## config.mk

```make
export PLATFORM = sky130hd
export DESIGN_NAME = safety_limit_commit_ctrl_flat
export DESIGN_NICKNAME = d
export VERILOG_FILES = /design/src/rtl/safety_limit_commit_ctrl_if.sv /design/src/rtl/safety_limit_commit_ctrl.sv /design/src/flat_wrapper.sv
export SDC_FILE = /design/constraint.sdc
export NUM_CORES = 1
export LEC_CHECK = 0
export BUFFER_PORTS_ARGS = -buffer_cell sky130_fd_sc_hd__buf_2
export CAP_MARGIN = 20
export CORE_ASPECT_RATIO = 1.5
export CORE_MARGIN = 5
export CORE_UTILIZATION = 50
export CTS_BUF_LIST = sky130_fd_sc_hd__clkbuf_8
export DETAILED_ROUTE_END_ITERATION = 10
export PLACE_DENSITY_LB_ADDON = 0.12
export SETUP_SLACK_MARGIN = 0.5
export SYNTH_ARGS = -nofsm -noshare
export SYNTH_HDL_FRONTEND = slang
export SYNTH_SLANG_ARGS = --single-unit
```

## constraint.sdc

```tcl
create_clock -name clk -period 5.6 [get_ports clk]
set_input_delay 0.84 -clock clk [delete_from_list [all_inputs] [get_ports clk]]
set_output_delay 0.84 -clock clk [all_outputs]
set_load 0.05 [all_outputs]
```

## src/rtl/safety_limit_commit_ctrl_if.sv

```systemverilog
// Host/monitor-side bundle for safety_limit_commit_ctrl: shadow write port,
// commit handshake, armed status and the live limit set with commit status.
interface safety_limit_commit_ctrl_if;
  logic        wr_en;
  logic [1:0]  wr_addr;
  logic [31:0] wr_data;
  logic        commit_req;
  logic        armed;
  logic [31:0] pulse_width_lower_limit;
  logic [31:0] pulse_width_upper_limit;
  logic [31:0] rate_lower_limit;
  logic [15:0] drive_current_limit;
  logic        commit_busy;
  logic        commit_done;
  logic        commit_err;
  logic [1:0]  err_code;
  logic        wr_drop;

  modport master (
    output wr_en, wr_addr, wr_data, commit_req, armed,
    input  pulse_width_lower_limit, pulse_width_upper_limit, rate_lower_limit,
           drive_current_limit, commit_busy, commit_done, commit_err, err_code, wr_drop
  );

  modport slave (
    input  wr_en, wr_addr, wr_data, commit_req, armed,
    output pulse_width_lower_limit, pulse_width_upper_limit, rate_lower_limit,
           drive_current_limit, commit_busy, commit_done, commit_err, err_code, wr_drop
  );
endinterface

```

## src/rtl/safety_limit_commit_ctrl.sv

```systemverilog
// Validates a host-written shadow limit set and commits it atomically while disarmed.
// Optional WAIT_SAFE abort timer enabled by defining COMMIT_TIMEOUT_EN.
module safety_limit_commit_ctrl #(
  parameter logic [15:0] MAX_DRIVE      = 16'h0FFF,
  parameter int unsigned TIMEOUT_CYCLES = 1000000,
  parameter logic [31:0] DEF_PW_LOWER   = 32'd0,
  parameter logic [31:0] DEF_PW_UPPER   = 32'd0,
  parameter logic [31:0] DEF_RATE_LOWER = 32'd0,
  parameter logic [15:0] DEF_DRIVE      = 16'd0
) (
  input logic                      clk,
  input logic                      rstn,
  safety_limit_commit_ctrl_if.slave bus
);

  typedef enum logic [1:0] {IDLE, WAIT_SAFE, CHECK, APPLY} state_t;

  state_t      state, state_nxt;
  logic        load_active, done_nxt, err_nxt;
  logic [1:0]  err_code_nxt;
  logic        wr_ok;

  logic [31:0] sh_pw_lower, sh_pw_upper, sh_rate_lower;
  logic [15:0] sh_drive;
  logic [31:0] act_pw_lower, act_pw_upper, act_rate_lower;
  logic [15:0] act_drive;

  logic        busy_p1, done_p1, err_p1, drop_p1;
  logic [1:0]  err_code_p1;

`ifdef COMMIT_TIMEOUT_EN
  localparam int unsigned CNT_W = $clog2(TIMEOUT_CYCLES + 1);
  localparam logic [CNT_W-1:0] CNT_LAST = CNT_W'(TIMEOUT_CYCLES - 1);
  logic [CNT_W-1:0] cnt;
  logic             clr_cnt;
`endif

  assign wr_ok = bus.wr_en && (state == IDLE);

  always_ff @(posedge clk) begin
    if (!rstn) state <= IDLE;
    else       state <= state_nxt;
  end

  always_comb begin
    state_nxt    = state;
    load_active  = 1'b0;
    done_nxt     = 1'b0;
    err_nxt      = 1'b0;
    err_code_nxt = err_code_p1;
`ifdef COMMIT_TIMEOUT_EN
    clr_cnt      = 1'b0;
`endif
    case (state)
      IDLE: begin
        if (bus.commit_req) begin
          err_code_nxt = 2'd0;
          if (bus.armed) begin
            state_nxt = WAIT_SAFE;
`ifdef COMMIT_TIMEOUT_EN
            clr_cnt   = 1'b1;
`endif
          end else begin
            state_nxt = CHECK;
          end
        end
      end
      WAIT_SAFE: begin
        if (!bus.armed) begin
          state_nxt = CHECK;
        end
`ifdef COMMIT_TIMEOUT_EN
        else if (cnt == CNT_LAST) begin
          state_nxt    = IDLE;
          err_nxt      = 1'b1;
          err_code_nxt = 2'd3;
        end
`endif
      end
      // Ordering bound first so an inverted window reports as such even if drive is also bad.
      CHECK: begin
        if (sh_pw_lower > sh_pw_upper) begin
          state_nxt    = IDLE;
          err_nxt      = 1'b1;
          err_code_nxt = 2'd1;
        end else if (sh_drive > MAX_DRIVE) begin
          state_nxt    = IDLE;
          err_nxt      = 1'b1;
          err_code_nxt = 2'd2;
        end else begin
          state_nxt = APPLY;
        end
      end
      APPLY: begin
        if (bus.armed) begin
          state_nxt = WAIT_SAFE;
        end else begin
          state_nxt   = IDLE;
          load_active = 1'b1;
          done_nxt    = 1'b1;
        end
      end
      default: state_nxt = IDLE;
    endcase
  end

`ifdef COMMIT_TIMEOUT_EN
  // Re-entry from APPLY keeps counting so repeated arm glitches cannot extend the wait.
  always_ff @(posedge clk) begin
    if (!rstn)                   cnt <= '0;
    else if (clr_cnt)            cnt <= '0;
    else if (state == WAIT_SAFE) cnt <= cnt + 1'b1;
  end
`endif

  always_ff @(posedge clk) begin
    if (!rstn) begin
      sh_pw_lower    <= DEF_PW_LOWER;
      sh_pw_upper    <= DEF_PW_UPPER;
      sh_rate_lower  <= DEF_RATE_LOWER;
      sh_drive       <= DEF_DRIVE;
      act_pw_lower   <= DEF_PW_LOWER;
      act_pw_upper   <= DEF_PW_UPPER;
      act_rate_lower <= DEF_RATE_LOWER;
      act_drive      <= DEF_DRIVE;
    end else begin
      if (wr_ok) begin
        case (bus.wr_addr)
          2'd0:    sh_pw_lower   <= bus.wr_data;
          2'd1:    sh_pw_upper   <= bus.wr_data;
          2'd2:    sh_rate_lower <= bus.wr_data;
          default: sh_drive      <= bus.wr_data[15:0];
        endcase
      end
      if (load_active) begin
        act_pw_lower   <= sh_pw_lower;
        act_pw_upper   <= sh_pw_upper;
        act_rate_lower <= sh_rate_lower;
        act_drive      <= sh_drive;
      end
    end
  end

  always_ff @(posedge clk) begin
    if (!rstn) begin
      busy_p1     <= 1'b0;
      done_p1     <= 1'b0;
      err_p1      <= 1'b0;
      drop_p1     <= 1'b0;
      err_code_p1 <= 2'd0;
    end else begin
      busy_p1     <= (state_nxt != IDLE);
      done_p1     <= done_nxt;
      err_p1      <= err_nxt;
      drop_p1     <= bus.wr_en && (state != IDLE);
      err_code_p1 <= err_code_nxt;
    end
  end

  assign bus.pulse_width_lower_limit = act_pw_lower;
  assign bus.pulse_width_upper_limit = act_pw_upper;
  assign bus.rate_lower_limit        = act_rate_lower;
  assign bus.drive_current_limit     = act_drive;
  assign bus.commit_busy             = busy_p1;
  assign bus.commit_done             = done_p1;
  assign bus.commit_err              = err_p1;
  assign bus.err_code                = err_code_p1;
  assign bus.wr_drop                 = drop_p1;

endmodule

```

## src/flat_wrapper.sv

```systemverilog
// flat-port wrapper written by rule: the top's interface ports become plain ports
module safety_limit_commit_ctrl_flat 
#(
  parameter logic [15:0] MAX_DRIVE      = 16'h0FFF,
  parameter int unsigned TIMEOUT_CYCLES = 1000000,
  parameter logic [31:0] DEF_PW_LOWER   = 32'd0,
  parameter logic [31:0] DEF_PW_UPPER   = 32'd0,
  parameter logic [31:0] DEF_RATE_LOWER = 32'd0,
  parameter logic [15:0] DEF_DRIVE      = 16'd0
)
  (clk, rstn, bus_wr_en, bus_wr_addr, bus_wr_data, bus_commit_req, bus_armed, bus_pulse_width_lower_limit, bus_pulse_width_upper_limit, bus_rate_lower_limit, bus_drive_current_limit, bus_commit_busy, bus_commit_done, bus_commit_err, bus_err_code, bus_wr_drop);
  safety_limit_commit_ctrl_if bus_i ();
  input logic clk;
  input logic rstn;
  input wire logic [$bits(bus_i.wr_en)-1:0] bus_wr_en;
  input wire logic [$bits(bus_i.wr_addr)-1:0] bus_wr_addr;
  input wire logic [$bits(bus_i.wr_data)-1:0] bus_wr_data;
  input wire logic [$bits(bus_i.commit_req)-1:0] bus_commit_req;
  input wire logic [$bits(bus_i.armed)-1:0] bus_armed;
  output wire logic [$bits(bus_i.pulse_width_lower_limit)-1:0] bus_pulse_width_lower_limit;
  output wire logic [$bits(bus_i.pulse_width_upper_limit)-1:0] bus_pulse_width_upper_limit;
  output wire logic [$bits(bus_i.rate_lower_limit)-1:0] bus_rate_lower_limit;
  output wire logic [$bits(bus_i.drive_current_limit)-1:0] bus_drive_current_limit;
  output wire logic [$bits(bus_i.commit_busy)-1:0] bus_commit_busy;
  output wire logic [$bits(bus_i.commit_done)-1:0] bus_commit_done;
  output wire logic [$bits(bus_i.commit_err)-1:0] bus_commit_err;
  output wire logic [$bits(bus_i.err_code)-1:0] bus_err_code;
  output wire logic [$bits(bus_i.wr_drop)-1:0] bus_wr_drop;
  assign bus_i.wr_en = bus_wr_en;
  assign bus_i.wr_addr = bus_wr_addr;
  assign bus_i.wr_data = bus_wr_data;
  assign bus_i.commit_req = bus_commit_req;
  assign bus_i.armed = bus_armed;
  assign bus_pulse_width_lower_limit = bus_i.pulse_width_lower_limit;
  assign bus_pulse_width_upper_limit = bus_i.pulse_width_upper_limit;
  assign bus_rate_lower_limit = bus_i.rate_lower_limit;
  assign bus_drive_current_limit = bus_i.drive_current_limit;
  assign bus_commit_busy = bus_i.commit_busy;
  assign bus_commit_done = bus_i.commit_done;
  assign bus_commit_err = bus_i.commit_err;
  assign bus_err_code = bus_i.err_code;
  assign bus_wr_drop = bus_i.wr_drop;
  safety_limit_commit_ctrl #(.MAX_DRIVE(MAX_DRIVE), .TIMEOUT_CYCLES(TIMEOUT_CYCLES), .DEF_PW_LOWER(DEF_PW_LOWER), .DEF_PW_UPPER(DEF_PW_UPPER), .DEF_RATE_LOWER(DEF_RATE_LOWER), .DEF_DRIVE(DEF_DRIVE)) u_core (.clk(clk), .rstn(rstn), .bus(bus_i));
endmodule
```

## Word level (Yosys, flattened, before mapping)

Index checks and enable logic that the tools add are counted.
Widths: inputs -> output; s select.

| storage, ports and cells | value |
|---|---|
| bits in registers | 232 |
| input port bits | 39 |
| output and inout port bits | 118 |
| word-level logic and storage cells | 53 |

| cells by class | value |
|---|---|
| $lt $le $gt $ge | 2 |
| equality and inequality tests | 7 |
| mux-type cells | 15 |
| bitwise gates (word level) | 1 |
| reductions and logical operators | 14 |

Operators with widths:

| cell | count |
|---|---|
| $gt 32x32->1 | 1 |
| $gt 16x12->1 const B | 1 |
| $mux 2 | 8 |
| $reduce_and 2->1 | 5 |
| $pmux 2 s4 | 1 |
| $eq 2x2->1 const B | 3 |
| $reduce_bool 2->1 | 3 |
| $mux 1 | 5 |
| $eq 2x1->1 const B | 2 |
| $logic_not 2->1 | 2 |
| $pmux 2 s2 | 1 |
| $ne 3x1->1 const B | 1 |
| $reduce_and 3->1 | 1 |
| $reduce_or 3->1 | 1 |
| $logic_and 1x1->1 | 2 |
| $ne 2x2->1 const B | 1 |
| $not 1->1 | 1 |

## Logic depth before layout (Yosys ltp)

Gate-level depths: netlist of run 1.

| logic depth | value |
|---|---|
| word-level depth | 5 |
| mapped depth | 8 |
| depth with buffers taken out | 8 |

## Worst setup path before layout of run 1

No wires, ideal clock.

| timing path | value |
|---|---|
| path type | input -> register |
| start point | input bus_armed |
| end point | register u_core.act_drive[15] (netlist: u_core.bus.drive_current_limit[15]) |
| library setup time | 123 ps |
| arrival | 1,727 ps |
| path slack | 3,751 ps |
| stages on the path | 7 |
| path buffers | 3 |
| cell sequence | nand2b_2 or2_1 clkbuf_1 buf_6 buf_6 nand2_1 a21boi_0 |

| on the way | value |
|---|---|
| cells in the longest elaborated chain, start to end | 2 |

RTL lines:

| element | line | RTL |
|---|---|---|
| start, declared | flat_wrapper.sv:19 | `input wire logic [$bits(bus_i.armed)-1:0] bus_armed;` |
| $mux 1 | safety_limit_commit_ctrl.sv:95 | `if (bus.armed) begin` |
| $mux 1 | n/a |  |
| end signal, assigned | safety_limit_commit_ctrl.sv:139 | `act_drive <= sh_drive;` |
| end, declared | safety_limit_commit_ctrl.sv:26 | `logic [15:0] act_drive;` |

Every way passes these cells.
A chain may end at the register's enable or synchronous reset.

## Worst setup path in the final report of run 1

| timing path | value |
|---|---|
| start point | input bus_armed |
| end point | register u_core.act_pw_lower[13] (netlist: u_core.bus.pulse_width_lower_limit[13]) |

| on the way | value |
|---|---|
| cells in the longest elaborated chain, start to end | 2 |

RTL lines:

| element | line | RTL |
|---|---|---|
| $mux 1 | safety_limit_commit_ctrl.sv:95 |  |
| $mux 1 | n/a |  |
| end signal, assigned | safety_limit_commit_ctrl.sv:136 | `act_pw_lower <= sh_pw_lower;` |
| end, declared | safety_limit_commit_ctrl.sv:25 | `logic [31:0] act_pw_lower, act_pw_upper, act_rate_lower;` |

Every way passes these cells.

==> results of run 1 <==
## synth_stat cells (2+ instances only)
master / number
a21oi_1: 16
o21ai_0: 5
a21o_1: 2
nor2_1: 5
nand2_1: 458
nor2_2: 2
a21boi_1: 111
nor4_2: 2
nand4_2: 2
a21boi_0: 113
a31o_2: 2
clkbuf_1: 32
inv_1: 34
buf_2: 18
nand3_1: 3
and2_1: 2
dfxtp_1: 232
nor2b_1: 3
ha_1: 32
nand4_1: 7
buf_4: 9
buf_6: 14
## flip-flops by register name, summed over array words and instances (netlist names), 16 cells and up
signal and flops:
u_core.bus.pulse_width_lower_limit 32, u_core.bus.pulse_width_upper_limit 32, u_core.bus.rate_lower_limit 32, u_core.sh_pw_lower 32
u_core.sh_pw_upper 32, u_core.sh_rate_lower 32, u_core.bus.drive_current_limit 16, u_core.sh_drive 16
## power by group through the flow
stage          registers (W)  logic [W]  clock network [W]
3_3_place_gp         0.00175   0.000291                  0
4_1_cts              0.00172   0.000296            0.00141
2_1_floorplan        0.00176   0.000194                  0
3_5_place_dp         0.00175   0.000294                  0
6_report             0.00172   0.000293            0.00138
5_1_grt              0.00172   0.000323            0.00149
## through the flow
step | power, W | worst slack (ns) | hold slack (ns) | area [sq um] | utilization [%]
final | 0.003385 | 3.386 | 0.4481 | 11020 | 58.01
after global routing | 0.003528 | 3.174 | 0.4673 | 11020 | 58.01
after CTS | 0.003425 | 3.384 | 0.4483 | 11020 | 58.01
after detailed placement | 0.002047 | 2.862 | 0.4426 | 10320 | 54.28
after global placement | 0.002043 | 2.916 | 0.4388 | 10320 | 54.28
after floorplan | 0.001951 | 3.751 | 0.4310 | 9544 | -
## critical path, stage by stage
cell	delay [ns]
buf_2	0.09
nand2b_2	0.15
or2_4	0.62
buf_4	0.58
nand2_1	0.11
a21boi_0	0.18
## kinds of logic (layout without fill, tap and decap cells)
family / count (synthesis) / in the layout / share of synthesized area, %
AOI/OAI and AO/OA: 262 / 262 / 20.22
DFF: 232 / 232 / 48.66
buffers and inverters: 108 / 264 / 5.952
and+or+nand+nor: 497 / 497 / 20.98
adders and majority gates: 32 / 32 / 4.195
## path summary, 6_finish.rpt
| path | slack (ns) | cells after the start | to | from |
|---|---|---|---|---|
| setup / recovery | 3.39 | 6 | u_core.bus.pulse_width_lower_limit[13] | bus_armed |
| hold / removal | 0.45 | 2 | u_core.bus.pulse_width_upper_limit[24] | u_core.bus.pulse_width_upper_limit[24] |
| setup reg to reg | 3.40 | 5 | u_core.bus.pulse_width_lower_limit[13] | u_core.state[0] |
| hold reg to reg | 0.45 | 2 | u_core.bus.pulse_width_upper_limit[24] | u_core.bus.pulse_width_upper_limit[24] |
## area by class of cell
type	count	share of cell area (%)
inverters	34	1.158
flip-flops and latches	232	42.13
repair buffers	167	7.967
clock inverters	17	0.6810
multi-input cells	791	39.42
clock buffers	46	5.743
well taps	256	2.905
## routing by layer
layer | part of all wire, % | vias to the layer above | track usage [%]
li1 | - | 3952 | -
met1 | 38 | 3697 | 24.60
met2 | 54 | 176 | 43.85
met3 | 4.4 | 46 | 3.567
met4 | 3.5 | 0 | 9.762
met5 | 0 | - | 0
## layout by cell type, fill, tap and decap left out, types with 2 or more instances in the layout
| cell type | instances |
|---|---|
| nor4_2 | 2 |
| dfxtp_1 | 232 |
| buf_2 | 155 |
| nand2_1 | 458 |
| nor2_4 | 2 |
| nand4_2 | 2 |
| and2_1 | 2 |
| a21boi_0 | 113 |
| nor2_1 | 5 |
| clkinv_2 | 2 |
| nor2b_1 | 3 |
| a21oi_1 | 16 |
| ha_1 | 32 |
| buf_4 | 11 |
| a21boi_1 | 111 |
| nand4_1 | 7 |
| clkbuf_8 | 46 |
| a31o_2 | 2 |
| a21o_1 | 2 |
| inv_1 | 47 |
| nand3_1 | 3 |
| o21ai_0 | 5 |
==> results by group, run 1 <==
Final layout
  – Multi-input combinational cell area: 4345 sq um
  – Ant diodes: 0
  – Final cell count without fillers: 1543
  – Final nets: 1334
  – Area Overhead vs Synth: 15.51%
  – Seq. cell area: 4644 sq um
  – Fillcell total: 1841
  – Share of cells above drive strength 1: 18.10%

Placed design
  – Dpl cells: 1480
  – DP HPWL: 17320 um
  – I/O Buffers: 156
  – RePlAce Congestion: 0.8036

Global routing
  – Overall Global Routing Usage: 23.00%
  – Global-route wire length before repair: 39770 um
  – Largest net degree at the start of global routing: 90
  – Initial antenna violation count: 0
  – Vias in the first global route: 7723
  – Global route total overflow: 0

Power and ir drop
  – P_int: 0.002531 W
  – PwrDens: 307.0 nW/um^2
  – Switching share of power: 25.22%
  – Switching power: 0.0008535 W
  – Static Leak: 4.348 nW
  – Clock power frac: 40.7%
  – Reg power frac: 50.7%
  – Max VDD drop: 0.0001969 V
  – Combinational Power Share: 8.6%

Logic synthesis
  – Yosys warnings: 0
  – Share of the synthesized area in the top cell type: 48.66%
  – Primary FF master, synth: dfxtp_1
  – Post-Syn Instances: 1131
  – Synth Cell Area: 9544 sq um
  – EDFF count, synth: 0
  – Synth cell types: 49
  – Syn_nets: 1202
  – Syn Area/Cell: 8.439 sq um
  – Post-synthesis sequential area ratio: 48.66%
  – Post-synth top area cell: dfxtp_1
  – Asr flop ratio synth: 0%
  – Post-synthesis sequential element count: 232
  – Top cells by area, synth: dfxtp_1, nand2_1, a21boi_0

Clock tree
  – CTS Hold Bufs: 0
  – Clock Tree Buf Depth: 3
  – Setup bufs post-CTS: 0
  – Clk sinks: 232
  – CTS buffer count: 37
  – H-tree Lvls: 2
  – Clk root buf: clkbuf_8
  – Clk Latency, worst-skew pair: 0.51 ns
  – Worst-path clk slew: 0.06 ns
  – Post-CTS sizing: 0
  – CTS tree: yes

Timing
  – Slew @ Worst Pin: 0.7822 ns
  – Setup TNS Final: 0 ns
  – Final Hold Viols: 0
  – Fin crit share: 39.54%
  – Tmin final: 2.214 ns
  – Clock skew: 0.01743 ns
  – Fmax: 451.6 MHz
  – Final setup vio count: 0
  – RSZ-0062 raised after global routing: no
  – Slew Limit Headroom: 47.70%
  – Max-slew violation count: 0

Drt
  – DR vias: 7871
  – DRC Markers: 0
  – Vias per cell: 5.101
  – Routed WL: 25180 um
  – Final ANT Viol Nets: 0
  – Initial DRC count: 408
  – Routed len/inst: 16.32 um
  – DRT Pass-1 Iters: 4

Floorplanning
  – Die H: 179.2 um
  – Die ar.: 22010 sq um
  – Core area: 19010 sq um
  – Die W: 122.8 um
  – Starting Density: 50.22%
  – Ports: 157
  – Rows: 62

Setup path
  – Worst Path Max Fanout: 65
  – Crit path launch type: primary input
  – Crit path kind: primary input to flip-flop
  – Critical path data required time: 6.02 ns
  – WP data arrival: 2.63 ns
  – Crit end category: flip-flop

Job
  – # Max-Cap Violations: 0

Hold path
  – Hold Path Class: flip-flop to flip-flop

Run status
  – Run status: finished clean
Note: power is estimated with default switching activity, not from simulation.
==> inputs of run 2 (changes only) <==
clock period = 1.9 ns   (was 5.6 ns; I/O delays follow)
==> run 2 against run 1 <==
- the run now ends with setup timing left
- hold slack worse by 0.39 ns
- sequential share of layout area is 13 points lower
- via count increased by 28%
- highest routed layer unchanged
- non-clock buffer count rose by 162
- global-route usage increased by 8.6 points
- sequential cell count is the same
- routed wire length grew 67%
- clock-buffer cell count shrank 2
- first-iteration DRC count up 130%
==> results by group, run 2 (synthesized netlist as in run 1, its figures left out) <==
Setup path
  – Crit path launch type: flip-flop
  – CP Cell Sequence: inv_1, ha_4, nand4_4, nor4_4, nor2b_4, o31a_2, o31a_1, a21oi_2
  – Critical path buffers and inverters: 1
  – Crit path kind: flip-flop to flip-flop
  – Critical path data required time: 2.36 ns
  – CP max stage cell: nor4_4
  – Crit end category: flip-flop
  – Critical path's top delay family: simple AND/OR/NAND/NOR gates
  – Setup crit start: u_core.sh_pw_upper[15]
  – WP data arrival: 2.55 ns
  – Worst Path Max Fanout: 4
  – Critical R2R Launch: u_core.sh_pw_upper[15]
  – Slowest Stage Delay on Critical Path: 0.43 ns

Final layout
  – Final nets: 1496
  – Ant diodes: 0
  – Final instance area: 15960 sq um
  – Fillcell total: 908
  – Most frequent cells in the layout: nand2_1, dfxtp_1, nand2_4
  – Post-Route Utilization: 83.99%
  – Most common cell after layout, fill and taps aside: nand2_1
  – Area Overhead vs Synth: 67.25%
  – Share of cells above drive strength 1: 58.65%

Floorplanning
  – Ports: 157
  – Die ar.: 22010 sq um
  – Starting Density: 50.22%
  – Die W: 122.8 um
  – Core area: 19010 sq um
  – Die H: 179.2 um
  – Rows: 62

Placed design
  – Placed cell area: 10840 sq um
  – RePlAce Congestion: 0.8593
  – I/O Buffers: 156
  – DP HPWL: 17220 um

Timing
  – Tmin final: 2.086 ns
  – Max-slew violation count: 0
  – RSZ-0062 raised after global routing: yes
  – Slew Limit Headroom: 71.77%
  – Clock skew: 0.02311 ns
  – Slew @ Worst Pin: 0.4176 ns
  – Fmax: 479.5 MHz
  – Final setup vio count: 6
  – Final Hold Viols: 0
  – Setup WS post-layout: -0.1855 ns
  – Fin crit share: 109.8%
  – WHS: 0.05675 ns

Clock tree
  – Clk root buf: clkbuf_8
  – H-tree Lvls: 2
  – Clk Latency, worst-skew pair: 0.52 ns
  – Clk sinks: 232
  – CTS tree: yes
  – Worst-path clk slew: 0.08 ns
  – CTS buffer count: 35
  – CTS Hold Bufs: 0
  – Clock Tree Buf Depth: 3

Power and ir drop
  – PwrDens: 709.8 nW/um^2
  – Max VDD drop: 0.0006117 V
  – Pwr Total: 0.01133 W
  – Static Leak: 7.244 nW

Drt
  – Vias per cell: 5.888
  – DR vias: 10050
  – DRC Markers: 0
  – DRT Pass-1 Iters: 5
  – Final ANT Viol Nets: 0
  – Routed WL: 42050 um
  – Routed len/inst: 24.63 um
  – Initial DRC count: 934

Hold path
  – Hold Path Class: primary input to flip-flop
  – HP Start: bus_wr_data[30]

Job
  – # Max-Cap Violations: 0

Run status
  – Run status: finished, violations left
  – Failing checks: setup timing

Global routing
  – Largest net degree at the start of global routing: 88
  – Overall Global Routing Usage: 31.55%
  – Initial antenna violation count: 0
  – Global-route wire length before repair: 53050 um
  – Global route total overflow: 0
  – Vias in the first global route: 9625
-- run 2: repair_timing --
action | CTS | global route
resized for setup | 328 | 512
endpoints found under the setup margin | 298 | 332
setup buffers | 52 | 15
pin swaps | 153 | 266
cloned | 38 | 5
-- run 2: worst paths after layout --
path | endpoint | slack, ns | cells after the start
setup / recovery | u_core.bus.err_code[1] | -0.19 | 8
hold reg to reg | u_core.bus.rate_lower_limit[13] | 0.45 | 2
setup reg to reg | u_core.bus.err_code[1] | -0.19 | 8
hold / removal | u_core.sh_pw_upper[30] | 0.06 | 3
-- run 2: final cells by class --
cell class                      instances  area [sq um]  area share, %
Multi-Input combinational cell        793          6679          41.84
Timing Repair Buffer                  329          3428          21.48
Clock inverter                         19         103.9         0.6506
Sequential cell                       232          4695          29.41
Clock buffer                           44         605.6          3.794
Inverter                               34         131.4         0.8230
Tap cell                              256         320.3          2.007
-- run 2: worst register-to-register path, delay by kind of cell (launching register included) --
kind                     cells  cell delay, ns
AO/OA/AOI/OAI                3            0.62
adder cells (fa/ha/maj)      1            0.31
buffers and inverters        1            0.10
flip-flops                   1            0.38
AND/OR/NAND/NOR              3            0.63
-- run 2: routing by layer --
layer  track usage [%]  vias to the layer above  routed length (um)
li1                  -                     4328                   -
met2             52.43                      634               20570
met4             22.51                        0                3804
met1             36.63                     4846               14410
met3             4.861                      242                3273
met5                 0                        -                   0
-- run 2: metrics by stage --
step           instances  setup WS [ns]  setup TNS [ns]
3_3_place_gp        1534       -0.02897        -0.05211
6_report            1707        -0.1855         -0.6778
2_1_floorplan       1131         0.1456               0
4_1_cts             1687        0.02150               0
5_1_grt             1707        -0.2094         -0.9241
3_5_place_dp        1534       -0.04991         -0.1623
-- run 2: power by group --
group / leakage (nW) / internal [W] / switching [W]
Clock: 0.419 / 0.00223 / 0.00207
Combinational: 4.93 / 0.000891 / 0.00107
Sequential: 1.89 / 0.00497 / 0.000107
==> inputs of run 3 (changes only) <==
GPL_ROUTABILITY_DRIVEN = 0   (was default)
SETUP_SLACK_MARGIN = 0.02   (was 0.5)
==> run 3 against run 2 <==
- the run still ends with setup timing left
- clock power fell by 5.4%
- first-iteration DRC count fell by 54%
- clock skew fell by 0.015 ns
- highest routed layer is now met5
- largest cell class is now flip-flops and latches
- clock-buffer cell count rose by 3
- critical path depth did not move
- final area fell by 26%
==> results by group, run 3 (synthesized netlist as in run 1, its figures left out) <==
Clock tree
  – Clock Tree Buf Depth: 3
  – Clk sinks: 232
  – CTS buffer count: 36
  – Clk root buf: clkbuf_8
  – CTS tree: yes
  – Worst-path clk slew: 0.06 ns
  – H-tree Lvls: 2
  – Clk Latency, worst-skew pair: 0.50 ns

Setup path
  – Worst Path Max Fanout: 3
  – Critical path data required time: 2.34 ns
  – CP Cell Sequence: inv_1, ha_1, nand4_1, nor4_4, nor2b_1, o31a_2, o31a_1, a21oi_2
  – Crit end category: flip-flop
  – Crit path kind: flip-flop to flip-flop
  – Critical R2R Launch: u_core.sh_pw_upper[11]
  – CP max stage cell: dfxtp_1
  – Critical path buffers and inverters: 1
  – Setup crit start: u_core.sh_pw_upper[11]
  – Crit path launch type: flip-flop
  – Critical path's top delay family: simple AND/OR/NAND/NOR gates
  – Slowest Stage Delay on Critical Path: 0.33 ns
  – WP data arrival: 2.40 ns

Power and ir drop
  – PwrDens: 866.3 nW/um^2
  – Max VDD drop: 0.0005476 V
  – Static Leak: 4.743 nW

Drt
  – Initial DRC count: 431
  – Routed len/inst: 16.28 um
  – DRC Markers: 0
  – Wl on met1: 9679 um
  – Met3 WL post-DR: 1234 um
  – Final ANT Viol Nets: 0
  – Routed wl met2: 14010 um
  – DR vias: 8151
  – DRT Pass-1 Iters: 5
  – Routed WL: 26100 um
  – Vias per cell: 5.085
  – Top routing layer used: met5

Timing
  – Max-slew violation count: 0
  – Setup WS post-layout: -0.06123 ns
  – Slew @ Worst Pin: 0.3524 ns
  – WHS: 0.04468 ns
  – Final Hold Viols: 0
  – Fmax: 509.9 MHz
  – Final setup vio count: 5
  – Slew Limit Headroom: 76.51%
  – RSZ-0062 raised after global routing: yes
  – Clock skew: 0.008258 ns
  – Tmin final: 1.961 ns
  – Fin crit share: 103.2%

Final layout
  – Post-Route Utilization: 62.00%
  – Final cell count without fillers: 1603
  – Most frequent cells in the layout: nand2_1, dfxtp_1, buf_2
  – Final instance area: 11780 sq um
  – Ant diodes: 0
  – Final nets: 1395
  – Area Overhead vs Synth: 23.47%
  – Multi-input combinational cell area: 4518 sq um
  – Most common cell after layout, fill and taps aside: nand2_1
  – Seq. cell area: 4658 sq um
  – Fillcell total: 1768
  – Share of cells above drive strength 1: 24.05%

Placed design
  – I/O Buffers: 156
  – Dpl cells: 1534
  – Placed cell area: 10830 sq um
  – DP HPWL: 18090 um

Global routing
  – Global-route wire length before repair: 40760 um
  – Largest net degree at the start of global routing: 97
  – Vias in the first global route: 8073
  – Initial antenna violation count: 1
  – Overall Global Routing Usage: 23.54%
  – Global route total overflow: 0

Hold path
  – HP Start: bus_wr_en
  – Hold Path Class: primary input to flip-flop

Floorplanning
  – Die H: 179.2 um
  – Starting Density: 50.22%
  – Core area: 19010 sq um
  – Ports: 157
  – Die ar.: 22010 sq um
  – Rows: 62
  – Die W: 122.8 um

Run status
  – Failing checks: setup timing
  – Run status: finished, violations left

Job
  – # Max-Cap Violations: 0
==> run 3: power breakdown <==
| group | switching (W) | internal (W) | total (W) |
|---|---|---|---|
| combinational | 0.000645 | 0.000454 | 0.00110 |
| clock | 0.00186 | 0.00220 | 0.00406 |
| sequential | 0.0000730 | 0.00497 | 0.00505 |
| total | 0.00258 | 0.00763 | 0.0102 |
==> run 3: cell type report <==
| cell class | count | share of cell area [%] |
|---|---|---|
| clock inverters | 14 | 0.4778 |
| flip-flops and latches | 232 | 39.53 |
| clock buffers | 47 | 5.489 |
| repair buffers | 229 | 12.36 |
| inverters | 34 | 1.083 |
| well taps | 256 | 2.718 |
| multi-input cells | 791 | 38.34 |
==> run 3: stage by stage <==
step	power (W)	TNS [ns]	setup WS [ns]
after detailed placement	0.006112	-0.3516	-0.08231
after global placement	0.006094	-0.1541	-0.04511
after CTS	0.01021	-0.05507	-0.02304
after global routing	0.01064	-0.7583	-0.1724
final	0.01021	-0.1774	-0.06123
after floorplan	0.005750	0	0.1131
==> run 3: worst register-to-register path: stages, from the launching register on <==
cell	delay [ns]
dfxtp_1	0.33
inv_1	0.05
ha_1	0.32
nand4_1	0.28
nor4_4	0.33
nor2b_1	0.09
o31a_2	0.14
o31a_1	0.25
a21oi_2	0.10
==> run 3: repair_timing <==
item / in CTS / in global routing
setup buffers: 2 / 6
gates cloned: 0 / 0
setup endpoints to repair: 6 / 6
pin swaps: 12 / 10
resized for setup: 20 / 17
hold buffers: 0 / 0
==> run 3: path summary, 6_finish.rpt <==
path,end,slack (ns),cells past startpoint
setup reg to reg,u_core.bus.err_code[1],-0.06,8
setup / recovery,u_core.bus.err_code[1],-0.06,8
hold reg to reg,u_core.bus.rate_lower_limit[25],0.45,2
hold / removal,u_core.bus.wr_drop,0.04,3
==> run 3: per-layer routing <==
layer  track usage (%)  vias to the layer above
met5                 0                        -
met3             3.883                       67
li1                  -                     4071
met2             44.17                      209
met4             11.35                        2
met1             25.07                     3802
